File: src/rtl/ddr2_init_seq_if.sv
// ddr2_init_seq_if
// DFI control-channel bundle between the DDR2 init sequencer (master) and
// the DFI control mux / DDRPHY side (slave).
//   dfi_cke    clock enable
//   dfi_cs_n   chip selects (CS_WIDTH bits, driven identically)
//   dfi_ras_n  row strobe
//   dfi_cas_n  column strobe
//   dfi_we_n   write-enable strobe
//   dfi_ba     bank / mode-register select (BA_WIDTH bits)
//   dfi_addr   address / mode-register payload (ADDR_WIDTH bits)
//   dfi_odt    on-die termination control
interface ddr2_init_seq_if #(
    parameter int unsigned BA_WIDTH   = 3,
    parameter int unsigned ADDR_WIDTH = 14,
    parameter int unsigned CS_WIDTH   = 1
);
    logic                  dfi_cke;
    logic [CS_WIDTH-1:0]   dfi_cs_n;
    logic                  dfi_ras_n;
    logic                  dfi_cas_n;
    logic                  dfi_we_n;
    logic [BA_WIDTH-1:0]   dfi_ba;
    logic [ADDR_WIDTH-1:0] dfi_addr;
    logic                  dfi_odt;

    // The sequencer drives the command channel.
    modport master (
        output dfi_cke, dfi_cs_n, dfi_ras_n, dfi_cas_n, dfi_we_n,
               dfi_ba, dfi_addr, dfi_odt
    );

    // The mux / PHY side only observes it.
    modport slave (
        input dfi_cke, dfi_cs_n, dfi_ras_n, dfi_cas_n, dfi_we_n,
              dfi_ba, dfi_addr, dfi_odt
    );
endinterface

File: src/rtl/ddr2_init_seq.sv
// ddr2_init_seq
// Power-up initialization sequencer for the DDR2 interface. After reset it
// walks the JEDEC DDR2 init sequence on the DFI control channel (CKE
// bring-up, PRE-all, EMRS2/3/1, MRS+DLL reset, PRE-all, 2x REF, MRS,
// OCD default/exit, DLL-lock wait) and then raises init_done.
// Ports:
//   clk        in   controller clock (same clock as DDRPHY)
//   rst_n      in   synchronous active-low reset
//   dfi        master modport of ddr2_init_seq_if (all outputs registered)
//   init_done  out  sequence complete; sticky until reset
module ddr2_init_seq #(
    parameter int unsigned BA_WIDTH   = 3,
    parameter int unsigned ADDR_WIDTH = 14,
    parameter int unsigned CS_WIDTH   = 1,
    parameter int unsigned T_PWRUP    = 40000,
    parameter int unsigned T_XPR      = 80,
    parameter int unsigned T_RP       = 3,
    parameter int unsigned T_MRD      = 2,
    parameter int unsigned T_RFC      = 26,
    parameter int unsigned T_DLLK     = 200,
    parameter logic [13:0] MR_VAL     = 14'h0652,
    parameter logic [13:0] EMR1_VAL   = 14'h0004,
    parameter logic [13:0] EMR2_VAL   = 14'h0000,
    parameter logic [13:0] EMR3_VAL   = 14'h0000
) (
    input  logic              clk,
    input  logic              rst_n,
    ddr2_init_seq_if.master   dfi,
    output logic              init_done
);

    // Every wait must fit the 16-bit counter and be at least one cycle;
    // ba=3 (EMRS3) and A10 (PRE-all) need enough bank/address bits.
    localparam bit CFG_OK = (ADDR_WIDTH >= 13) && (BA_WIDTH >= 2) && (CS_WIDTH >= 1) &&
                            (T_PWRUP >= 1) && (T_PWRUP <= 65535) &&
                            (T_XPR   >= 1) && (T_XPR   <= 65535) &&
                            (T_RP    >= 1) && (T_RP    <= 65535) &&
                            (T_MRD   >= 1) && (T_MRD   <= 65535) &&
                            (T_RFC   >= 1) && (T_RFC   <= 65535) &&
                            (T_DLLK  >= 1) && (T_DLLK  <= 65535);

    generate
        if (!CFG_OK) begin : g_cfg_error
            $error("ddr2_init_seq: timing parameter outside 1..65535 or bus too narrow");
        end
    endgenerate

    // Reset preloads the full power-up time because the reset edge itself is
    // not counted; every later command loads (T-1) on the edge it issues.
    localparam logic [15:0] PWRUP_CNT = 16'(T_PWRUP);
    localparam logic [15:0] XPR_M1    = 16'(T_XPR - 1);
    localparam logic [15:0] RP_M1     = 16'(T_RP - 1);
    localparam logic [15:0] MRD_M1    = 16'(T_MRD - 1);
    localparam logic [15:0] RFC_M1    = 16'(T_RFC - 1);
    localparam logic [15:0] DLLK_M1   = 16'(T_DLLK - 1);

    // EMRS1 base clears the OCD field (A9:7) and forces DLL enable (A0=0).
    localparam logic [13:0] EMR1_BASE = EMR1_VAL & ~14'h0381;

    localparam logic [ADDR_WIDTH-1:0] A_PRE      = ADDR_WIDTH'(14'h0400);
    localparam logic [ADDR_WIDTH-1:0] A_EMR2     = ADDR_WIDTH'(EMR2_VAL);
    localparam logic [ADDR_WIDTH-1:0] A_EMR3     = ADDR_WIDTH'(EMR3_VAL);
    localparam logic [ADDR_WIDTH-1:0] A_EMR1     = ADDR_WIDTH'(EMR1_BASE);
    localparam logic [ADDR_WIDTH-1:0] A_OCD_DEF  = ADDR_WIDTH'(EMR1_BASE | 14'h0380);
    localparam logic [ADDR_WIDTH-1:0] A_MR_DLLRST = ADDR_WIDTH'(MR_VAL | 14'h0100);
    localparam logic [ADDR_WIDTH-1:0] A_MR       = ADDR_WIDTH'(MR_VAL & ~14'h0100);

    localparam logic [BA_WIDTH-1:0] BA_MR   = BA_WIDTH'(0);
    localparam logic [BA_WIDTH-1:0] BA_EMR1 = BA_WIDTH'(1);
    localparam logic [BA_WIDTH-1:0] BA_EMR2 = BA_WIDTH'(2);
    localparam logic [BA_WIDTH-1:0] BA_EMR3 = BA_WIDTH'(3);

    // {ras_n, cas_n, we_n}; cs_n stays low for every cycle after CKE-high.
    localparam logic [2:0] STB_NOP = 3'b111;
    localparam logic [2:0] STB_PRE = 3'b010;
    localparam logic [2:0] STB_REF = 3'b001;
    localparam logic [2:0] STB_MRS = 3'b000;

    // Each state names the step most recently performed; the FSM moves on
    // when the wait loaded by that step has expired.
    typedef enum logic [3:0] {
        PWRUP, CKE_ON, PRE1, EMRS2, EMRS3, EMRS1, MRS_DLLRST, PRE2,
        REF1, REF2, MRS, OCD_DEF, OCD_EXIT, DLL_WAIT, DONE
    } state_t;

    state_t      state;
    logic [15:0] cnt;

    // Sequencer: every cycle defaults to a NOP with zero payload; when the
    // shared counter reaches zero the next command is issued for exactly one
    // cycle and its wait is loaded.
    always_ff @(posedge clk) begin
        if (!rst_n) begin
            state         <= PWRUP;
            cnt           <= PWRUP_CNT;
            dfi.dfi_cke   <= 1'b0;
            dfi.dfi_cs_n  <= '1;
            {dfi.dfi_ras_n, dfi.dfi_cas_n, dfi.dfi_we_n} <= STB_NOP;
            dfi.dfi_ba    <= '0;
            dfi.dfi_addr  <= '0;
            dfi.dfi_odt   <= 1'b0;
            init_done     <= 1'b0;
        end else begin
            {dfi.dfi_ras_n, dfi.dfi_cas_n, dfi.dfi_we_n} <= STB_NOP;
            dfi.dfi_ba    <= '0;
            dfi.dfi_addr  <= '0;
            dfi.dfi_odt   <= 1'b0;
            if (cnt != 16'd0) begin
                cnt <= cnt - 16'd1;
            end

            if (cnt == 16'd0) begin
                case (state)
                    PWRUP: begin
                        state        <= CKE_ON;
                        cnt          <= XPR_M1;
                        dfi.dfi_cke  <= 1'b1;
                        dfi.dfi_cs_n <= '0;
                    end
                    CKE_ON: begin
                        state <= PRE1;
                        cnt   <= RP_M1;
                        {dfi.dfi_ras_n, dfi.dfi_cas_n, dfi.dfi_we_n} <= STB_PRE;
                        dfi.dfi_addr <= A_PRE;
                    end
                    PRE1: begin
                        state <= EMRS2;
                        cnt   <= MRD_M1;
                        {dfi.dfi_ras_n, dfi.dfi_cas_n, dfi.dfi_we_n} <= STB_MRS;
                        dfi.dfi_ba   <= BA_EMR2;
                        dfi.dfi_addr <= A_EMR2;
                    end
                    EMRS2: begin
                        state <= EMRS3;
                        cnt   <= MRD_M1;
                        {dfi.dfi_ras_n, dfi.dfi_cas_n, dfi.dfi_we_n} <= STB_MRS;
                        dfi.dfi_ba   <= BA_EMR3;
                        dfi.dfi_addr <= A_EMR3;
                    end
                    EMRS3: begin
                        state <= EMRS1;
                        cnt   <= MRD_M1;
                        {dfi.dfi_ras_n, dfi.dfi_cas_n, dfi.dfi_we_n} <= STB_MRS;
                        dfi.dfi_ba   <= BA_EMR1;
                        dfi.dfi_addr <= A_EMR1;
                    end
                    EMRS1: begin
                        state <= MRS_DLLRST;
                        cnt   <= MRD_M1;
                        {dfi.dfi_ras_n, dfi.dfi_cas_n, dfi.dfi_we_n} <= STB_MRS;
                        dfi.dfi_ba   <= BA_MR;
                        dfi.dfi_addr <= A_MR_DLLRST;
                    end
                    MRS_DLLRST: begin
                        state <= PRE2;
                        cnt   <= RP_M1;
                        {dfi.dfi_ras_n, dfi.dfi_cas_n, dfi.dfi_we_n} <= STB_PRE;
                        dfi.dfi_addr <= A_PRE;
                    end
                    PRE2: begin
                        state <= REF1;
                        cnt   <= RFC_M1;
                        {dfi.dfi_ras_n, dfi.dfi_cas_n, dfi.dfi_we_n} <= STB_REF;
                    end
                    REF1: begin
                        state <= REF2;
                        cnt   <= RFC_M1;
                        {dfi.dfi_ras_n, dfi.dfi_cas_n, dfi.dfi_we_n} <= STB_REF;
                    end
                    REF2: begin
                        state <= MRS;
                        cnt   <= MRD_M1;
                        {dfi.dfi_ras_n, dfi.dfi_cas_n, dfi.dfi_we_n} <= STB_MRS;
                        dfi.dfi_ba   <= BA_MR;
                        dfi.dfi_addr <= A_MR;
                    end
                    MRS: begin
                        state <= OCD_DEF;
                        cnt   <= MRD_M1;
                        {dfi.dfi_ras_n, dfi.dfi_cas_n, dfi.dfi_we_n} <= STB_MRS;
                        dfi.dfi_ba   <= BA_EMR1;
                        dfi.dfi_addr <= A_OCD_DEF;
                    end
                    OCD_DEF: begin
                        state <= OCD_EXIT;
                        cnt   <= DLLK_M1;
                        {dfi.dfi_ras_n, dfi.dfi_cas_n, dfi.dfi_we_n} <= STB_MRS;
                        dfi.dfi_ba   <= BA_EMR1;
                        dfi.dfi_addr <= A_EMR1;
                    end
                    // OCD_EXIT only lasts past its issue cycle when T_DLLK > 1;
                    // with T_DLLK = 1 the counter is already zero here.
                    OCD_EXIT, DLL_WAIT: begin
                        state     <= DONE;
                        init_done <= 1'b1;
                    end
                    DONE: begin
                        state <= DONE;
                    end
                    default: begin
                        state <= PWRUP;
                    end
                endcase
            end else if (state == OCD_EXIT) begin
                state <= DLL_WAIT;
            end
        end
    end

endmodule

File: src/flat_wrapper.sv
// flat-port wrapper written by rule: the top's interface ports become plain ports
module ddr2_init_seq_flat 
#(
    parameter int unsigned BA_WIDTH   = 3,
    parameter int unsigned ADDR_WIDTH = 14,
    parameter int unsigned CS_WIDTH   = 1,
    parameter int unsigned T_PWRUP    = 40000,
    parameter int unsigned T_XPR      = 80,
    parameter int unsigned T_RP       = 3,
    parameter int unsigned T_MRD      = 2,
    parameter int unsigned T_RFC      = 26,
    parameter int unsigned T_DLLK     = 200,
    parameter logic [13:0] MR_VAL     = 14'h0652,
    parameter logic [13:0] EMR1_VAL   = 14'h0004,
    parameter logic [13:0] EMR2_VAL   = 14'h0000,
    parameter logic [13:0] EMR3_VAL   = 14'h0000
)
  (clk, rst_n, init_done, dfi_dfi_cke, dfi_dfi_cs_n, dfi_dfi_ras_n, dfi_dfi_cas_n, dfi_dfi_we_n, dfi_dfi_ba, dfi_dfi_addr, dfi_dfi_odt);
  ddr2_init_seq_if #(.BA_WIDTH(BA_WIDTH), .ADDR_WIDTH(ADDR_WIDTH), .CS_WIDTH(CS_WIDTH)) dfi_i ();
  input  logic clk;
  input  logic rst_n;
  output logic init_done;
  output wire logic [$bits(dfi_i.dfi_cke)-1:0] dfi_dfi_cke;
  output wire logic [$bits(dfi_i.dfi_cs_n)-1:0] dfi_dfi_cs_n;
  output wire logic [$bits(dfi_i.dfi_ras_n)-1:0] dfi_dfi_ras_n;
  output wire logic [$bits(dfi_i.dfi_cas_n)-1:0] dfi_dfi_cas_n;
  output wire logic [$bits(dfi_i.dfi_we_n)-1:0] dfi_dfi_we_n;
  output wire logic [$bits(dfi_i.dfi_ba)-1:0] dfi_dfi_ba;
  output wire logic [$bits(dfi_i.dfi_addr)-1:0] dfi_dfi_addr;
  output wire logic [$bits(dfi_i.dfi_odt)-1:0] dfi_dfi_odt;
  assign dfi_dfi_cke = dfi_i.dfi_cke;
  assign dfi_dfi_cs_n = dfi_i.dfi_cs_n;
  assign dfi_dfi_ras_n = dfi_i.dfi_ras_n;
  assign dfi_dfi_cas_n = dfi_i.dfi_cas_n;
  assign dfi_dfi_we_n = dfi_i.dfi_we_n;
  assign dfi_dfi_ba = dfi_i.dfi_ba;
  assign dfi_dfi_addr = dfi_i.dfi_addr;
  assign dfi_dfi_odt = dfi_i.dfi_odt;
  ddr2_init_seq #(.BA_WIDTH(BA_WIDTH), .ADDR_WIDTH(ADDR_WIDTH), .CS_WIDTH(CS_WIDTH), .T_PWRUP(T_PWRUP), .T_XPR(T_XPR), .T_RP(T_RP), .T_MRD(T_MRD), .T_RFC(T_RFC), .T_DLLK(T_DLLK), .MR_VAL(MR_VAL), .EMR1_VAL(EMR1_VAL), .EMR2_VAL(EMR2_VAL), .EMR3_VAL(EMR3_VAL)) u_core (.clk(clk), .rst_n(rst_n), .dfi(dfi_i), .init_done(init_done));
endmodule
File: config.mk
export PLATFORM = sky130hd
export DESIGN_NAME = ddr2_init_seq_flat
export DESIGN_NICKNAME = d
export VERILOG_FILES = /design/src/rtl/ddr2_init_seq_if.sv /design/src/rtl/ddr2_init_seq.sv /design/src/flat_wrapper.sv
export SDC_FILE = /design/constraint.sdc
export NUM_CORES = 1
export LEC_CHECK = 0
export ABC_CLOCK_PERIOD_IN_PS = 2800
export BUFFER_PORTS_ARGS = -buffer_cell sky130_fd_sc_hd__buf_4
export CAP_MARGIN = 20
export CORE_ASPECT_RATIO = 0.8
export CORE_MARGIN = 2
export CORE_UTILIZATION = 40
export DETAILED_ROUTE_END_ITERATION = 6
export PLACE_DENSITY = 0.63
export SLEW_MARGIN = 10
export SYNTH_ARGS = -nofsm -noshare
export SYNTH_HDL_FRONTEND = slang
export SYNTH_SLANG_ARGS = --single-unit
File: constraint.sdc
create_clock -name clk -period 2.8 [get_ports clk]
set_clock_uncertainty 0.2 [all_clocks]
set_input_delay 0.14 -clock clk [delete_from_list [all_inputs] [get_ports clk]]
set_output_delay 0.14 -clock clk [all_outputs]
set_load 0.005 [all_outputs]
After elaboration in Yosys (flattened, before gate mapping):

Cells that the tools add are included.

* add/sub/neg operators: 1
* equal/unequal tests: 14
* multiplexer cells: 11
* reduce and logical (&&, ||, !) cells: 17

Operators by type and width (number)
* 16-bit one-hot mux with 5 select lines: 1
* 11-bit one-hot mux with 5 select lines: 1
* 4-bit one-hot mux with 13 select lines: 1
* 16-bit 2-to-1 mux: 2
* 4-bit == test (second input constant): 7
* 9-bit OR reduction: 2
* 4-bit by 3-bit == test with 1-bit output (second input constant): 4
* 16-bit logical NOT: 1
* 16-bit nonzero test: 1
* 16-bit by 1-bit subtractor with 16-bit output (second input constant): 1
* 11-bit OR reduction: 1
* 4-bit by 2-bit == test with 1-bit output (second input constant): 2
* 4-bit 2-to-1 mux: 2
* 2-bit OR reduction: 4
* 2-bit one-hot mux with 3 select lines: 1
* 2-bit AND reduction: 3
* 3-bit OR reduction: 2
* 6-bit OR reduction: 1
* 4-bit by 1-bit == test with 1-bit output (second input constant): 1
* 4-bit logical NOT: 1
* 1-bit 2-to-1 mux: 3
* 2-bit nonzero test: 1

* flip-flop bits (word level): 43
* input bits: 2
* output and inout port bits: 24
* logic and storage cells: 53

Logic depth before layout (Yosys ltp):

* depth after elaboration: 4
* depth in mapped cells: 7
* depth with buffers taken out: 6

Worst setup path before layout:

Ideal clock, no wire load.

* path kind: register to register
* start point: reg u_core.cnt[0]
* end point: reg u_core.state[1]
* setup time: 0.119 ns
* arrival: 1.618 ns
* data required time: 2.481 ns
* path slack: 0.863 ns
* stages on the path, launching flop included: 8
* path buffers: 1
* period minus slack after synthesis: 1.937 ns
* path through: dfxtp_1 > inv_1 > ha_1 > nor3b_2 > and4_1 > buf_4 > nand2_1 > o221a_2

* word-level cells in the longest chain between the ends: 2
* elaborated cells between the ends (all ways): 3
* those cells by class: mux: 1; reduce/logical: 2

Ends and longest elaborated chain
* start: declaration: line ddr2_init_seq.sv:87 `logic [15:0] cnt;`
* start signal: assignment: line ddr2_init_seq.sv:109 `cnt <= cnt - 16'd1;`
* 16-bit logical NOT (*): line ddr2_init_seq.sv:112 `if (cnt == 16'd0) begin`
* 4-bit 2-to-1 mux / 2-bit nonzero test (equally long branches)
* end signal: assignment: line ddr2_init_seq.sv:115 `state <= CKE_ON;`
* end signal: assignment: line ddr2_init_seq.sv:121 `state <= PRE1;`
* end signal: assignment: line ddr2_init_seq.sv:127 `state <= EMRS2;`
* end: declaration: line ddr2_init_seq.sv:86 `state_t state;`

Mark *: on every way between the ends. The rest lies on a longest branch, timed or not.
A chain may end at the register's enable or synchronous reset.

Worst setup path after layout:

* start point: reg u_core.cnt[0]
* end point: reg u_core.dfi.dfi_addr[6] in the netlist's numbering

* word-level cells in the longest chain between the ends: 2

Ends and longest elaborated chain
* 16-bit logical NOT: line ddr2_init_seq.sv:112
* 2-bit AND reduction (no source line)
* end signal: assignment: line ddr2_init_seq.sv:106 `dfi.dfi_addr <= '0;`
* end signal: assignment: line ddr2_init_seq.sv:124 `dfi.dfi_addr <= A_PRE;`
* end signal: assignment: line ddr2_init_seq.sv:131 `dfi.dfi_addr <= A_EMR2;`
* end: declaration: line ddr2_init_seq_if.sv:29 `dfi_ba, dfi_addr, dfi_odt`

Every way passes these cells.

==> impl_metrics.toml <==
[status]
status = "complete, no violations"

[placed_design]
postPlaceCellArea_um2 = 1880
dp_slack_ns = 0.531
port_buffers = 17
hpwl_um = 2730
gp_congestion = 0.897

[pwr]
seq_power_share = 0.504
pwr-share-clk = 0.367
ir_drop_uv = 296
power_density_nw_per_um2 = 531
power.switching_uw = 309
combinationalPowerShare = 0.129
p_leak_nw = 0.711
switching_share = 0.293
p_int_uw = 746

[final_layout]
diodes = 0
stdcell_area_um2 = 1990
area_growth_pct = 13.0
fin_nets = 220
drive_above_1_share = 0.189
n_fill_cell = 424

[floorplan]
die_area_um2 = 4940
rows = 21
design.core.area_um2 = 4200
io_pins = 26
start_util = 0.418
dieWidth_um = 78.1
die_h_um = 63.3

[yosys]
synthArstFlopShare = 0
syn_inst = 202
yosysWarnings = 0
synthFlopType = "dfxtp_1"
synth_seq_area_share = 0.387
ys_ff_latch = 34
syn-cell-area_um2 = 1760
synth_edf_count = 0
syn_area_per_cell_um2 = 8.70
ys_types = 51

[sta]
fmax_mhz = 432
fin_hold_ws_ns = 0.274
slew_headroom = 0.649
setup_ws_ns = 0.484
worst_slew_pin_slew_ns = 0.526
hold_violations = 0
timing.final.crit_share = 0.827
setup_viol = 0
fin_setup_tns_ns = 0
grt_setup_unrepaired = "no"
final_max_slew_viol_count = 0
fin_crit_ns = 2.32

[clocking]
clock_latency_ns = 0.30
ctsResizeCount = 0
hold_buffers = 1
path_clk_slew_ns = 0.07
cts_tree = "built"
cts.sinks = 34
post-cts-setup-buffers = 0
clockBufferDepth = 2
cts_max_level = 2
cts.root.buffer_cell = "clkbuf_8"
numCtsBuffers = 5

[setup_path]
crit_arrival_ns = 2.30
path_class = "flop to flop"
required_ns = 2.79
crit_fanout = 13
cp-end-kind = "flop"
start_kind = "flop"

[drt]
vias = 1563
drc = 0
avgViaCountPerCell = 5.70
wire_per_inst_um = 14.3
dr.pass1.iters = 4
ant_nets = 0
routed_wl_um = 3910
drt_iter0_markers = 80

[hold_path]
hold_class = "flop to flop"

[grt]
grt_max_degree = 20
grt_pass1_vias = 1333
grt_first_pass_wirelength_um = 6470
antenna_found_initial = 0
track_usage = 0.169
grt_overflow_total = 0

[job]
cap_violations = 0
[path summary, 6_finish.rpt]
path | slack (ns) | end | from | cells after the start
max | 0.48 | u_core.dfi.dfi_addr[6] | u_core.cnt[0] | 6
min reg2reg | 0.27 | u_core.dfi.dfi_cke | u_core.dfi.dfi_cke | 1
min | 0.27 | u_core.dfi.dfi_cke | u_core.dfi.dfi_cke | 1
max reg2reg | 0.48 | u_core.dfi.dfi_addr[6] | u_core.cnt[0] | 6
[synth_stat cells (all sizes together) (4+ instances only)]
library cell  number  area share
a21oi             16       0.046
a31oi              5       0.018
buf               11       0.047
clkbuf             9       0.019
dfxtp             34        0.39
inv                7       0.015
nand2             10       0.021
nand2b             4       0.014
nand3              6       0.020
nand4              4       0.026
nor2              14       0.030
nor3               8       0.035
o21ai             13       0.037
o22ai              4       0.014
o31ai              5       0.021
or3                4       0.014
[metal layers]
metal  GRT usage  share of wire  vias up
li1            -              -      772
met1       0.260           0.51      727
met2       0.203           0.38       55
met3      0.0544          0.086        9
met4      0.0855          0.021        0
met5           0              0        -
[power by group through the flow]
stage | clock network (mW) | registers, mW | logic (mW)
CTS | 0.399 | 0.531 | 0.134
finish | 0.387 | 0.532 | 0.136
global placement | 0 | 0.542 | 0.133
global route | 0.418 | 0.534 | 0.152
floorplan | 0 | 0.536 | 0.115
detailed placement | 0 | 0.542 | 0.132
[cells by family (layout without fill, tap and decap cells)]
group | count (synthesis) | after routing | synth area share
other | 1 | 8 | 0.00213
multiplexers | 1 | 1 | 0.0128
buffers and inverters | 28 | 36 | 0.0833
adder cells (fa/ha/maj) | 2 | 2 | 0.0142
flip-flops | 34 | 34 | 0.387
AO/OA/AOI/OAI | 60 | 60 | 0.220
AND/OR/NAND/NOR | 76 | 76 | 0.280
[area by class of cell]
class                           count  area, um^2  area share
Clock buffer                        6        82.6      0.0416
Sequential cell                    34         681       0.343
Clock inverter                      2        12.5     0.00630
Inverter                            8        30.0      0.0151
Timing Repair Buffer               20         153      0.0769
Multi-Input combinational cell    147         956       0.481
Tap cell                           57        71.3      0.0359
[state kept, by name, summed over array words and instances, names as in the netlist]
signal / count
u_core.dfi.dfi_cs_n: 1
u_core.cnt: 16
u_core.dfi.dfi_we_n: 1
u_core.dfi.dfi_addr: 6
u_core.init_done: 1
u_core.dfi.dfi_ras_n: 1
u_core.dfi.dfi_cas_n: 1
u_core.dfi.dfi_ba: 2
u_core.state: 4
u_core.dfi.dfi_cke: 1
[worst max-delay path: stages, from the launching register on]
cell	delay [ns]
dfxtp_1	0.35
inv_1	0.11
ha_1	0.14
nor3b_2	0.32
and4_1	0.58
nand3_2	0.22
a2111oi_0	0.28
[stage by stage]
step                      cells   util  total power [mW]
after floorplan             209      -             0.650
after global placement      265  0.447             0.675
after detailed placement    265  0.447             0.674
after CTS                   274  0.472              1.06
after global routing        274  0.472              1.10
final                       274  0.472              1.05
[cell usage in the layout, fill, tap and decap left out, types with 4 or more instances in the layout]
cell type | netlist | routed
buf_4 | 11 | 19
a31oi_1 | 5 | 5
nand2b_1 | 4 | 4
nor2_1 | 14 | 14
or3_1 | 4 | 4
a21oi_1 | 16 | 16
nand2_1 | 10 | 10
nand3_1 | 5 | 5
o31ai_1 | 5 | 5
conb_1 | 1 | 8
clkbuf_8 | 0 | 6
dfxtp_1 | 34 | 34
o22ai_1 | 4 | 4
nor3_1 | 5 | 5
inv_1 | 7 | 7
o21ai_0 | 12 | 12
Note: power is estimated with default switching activity, not from simulation.
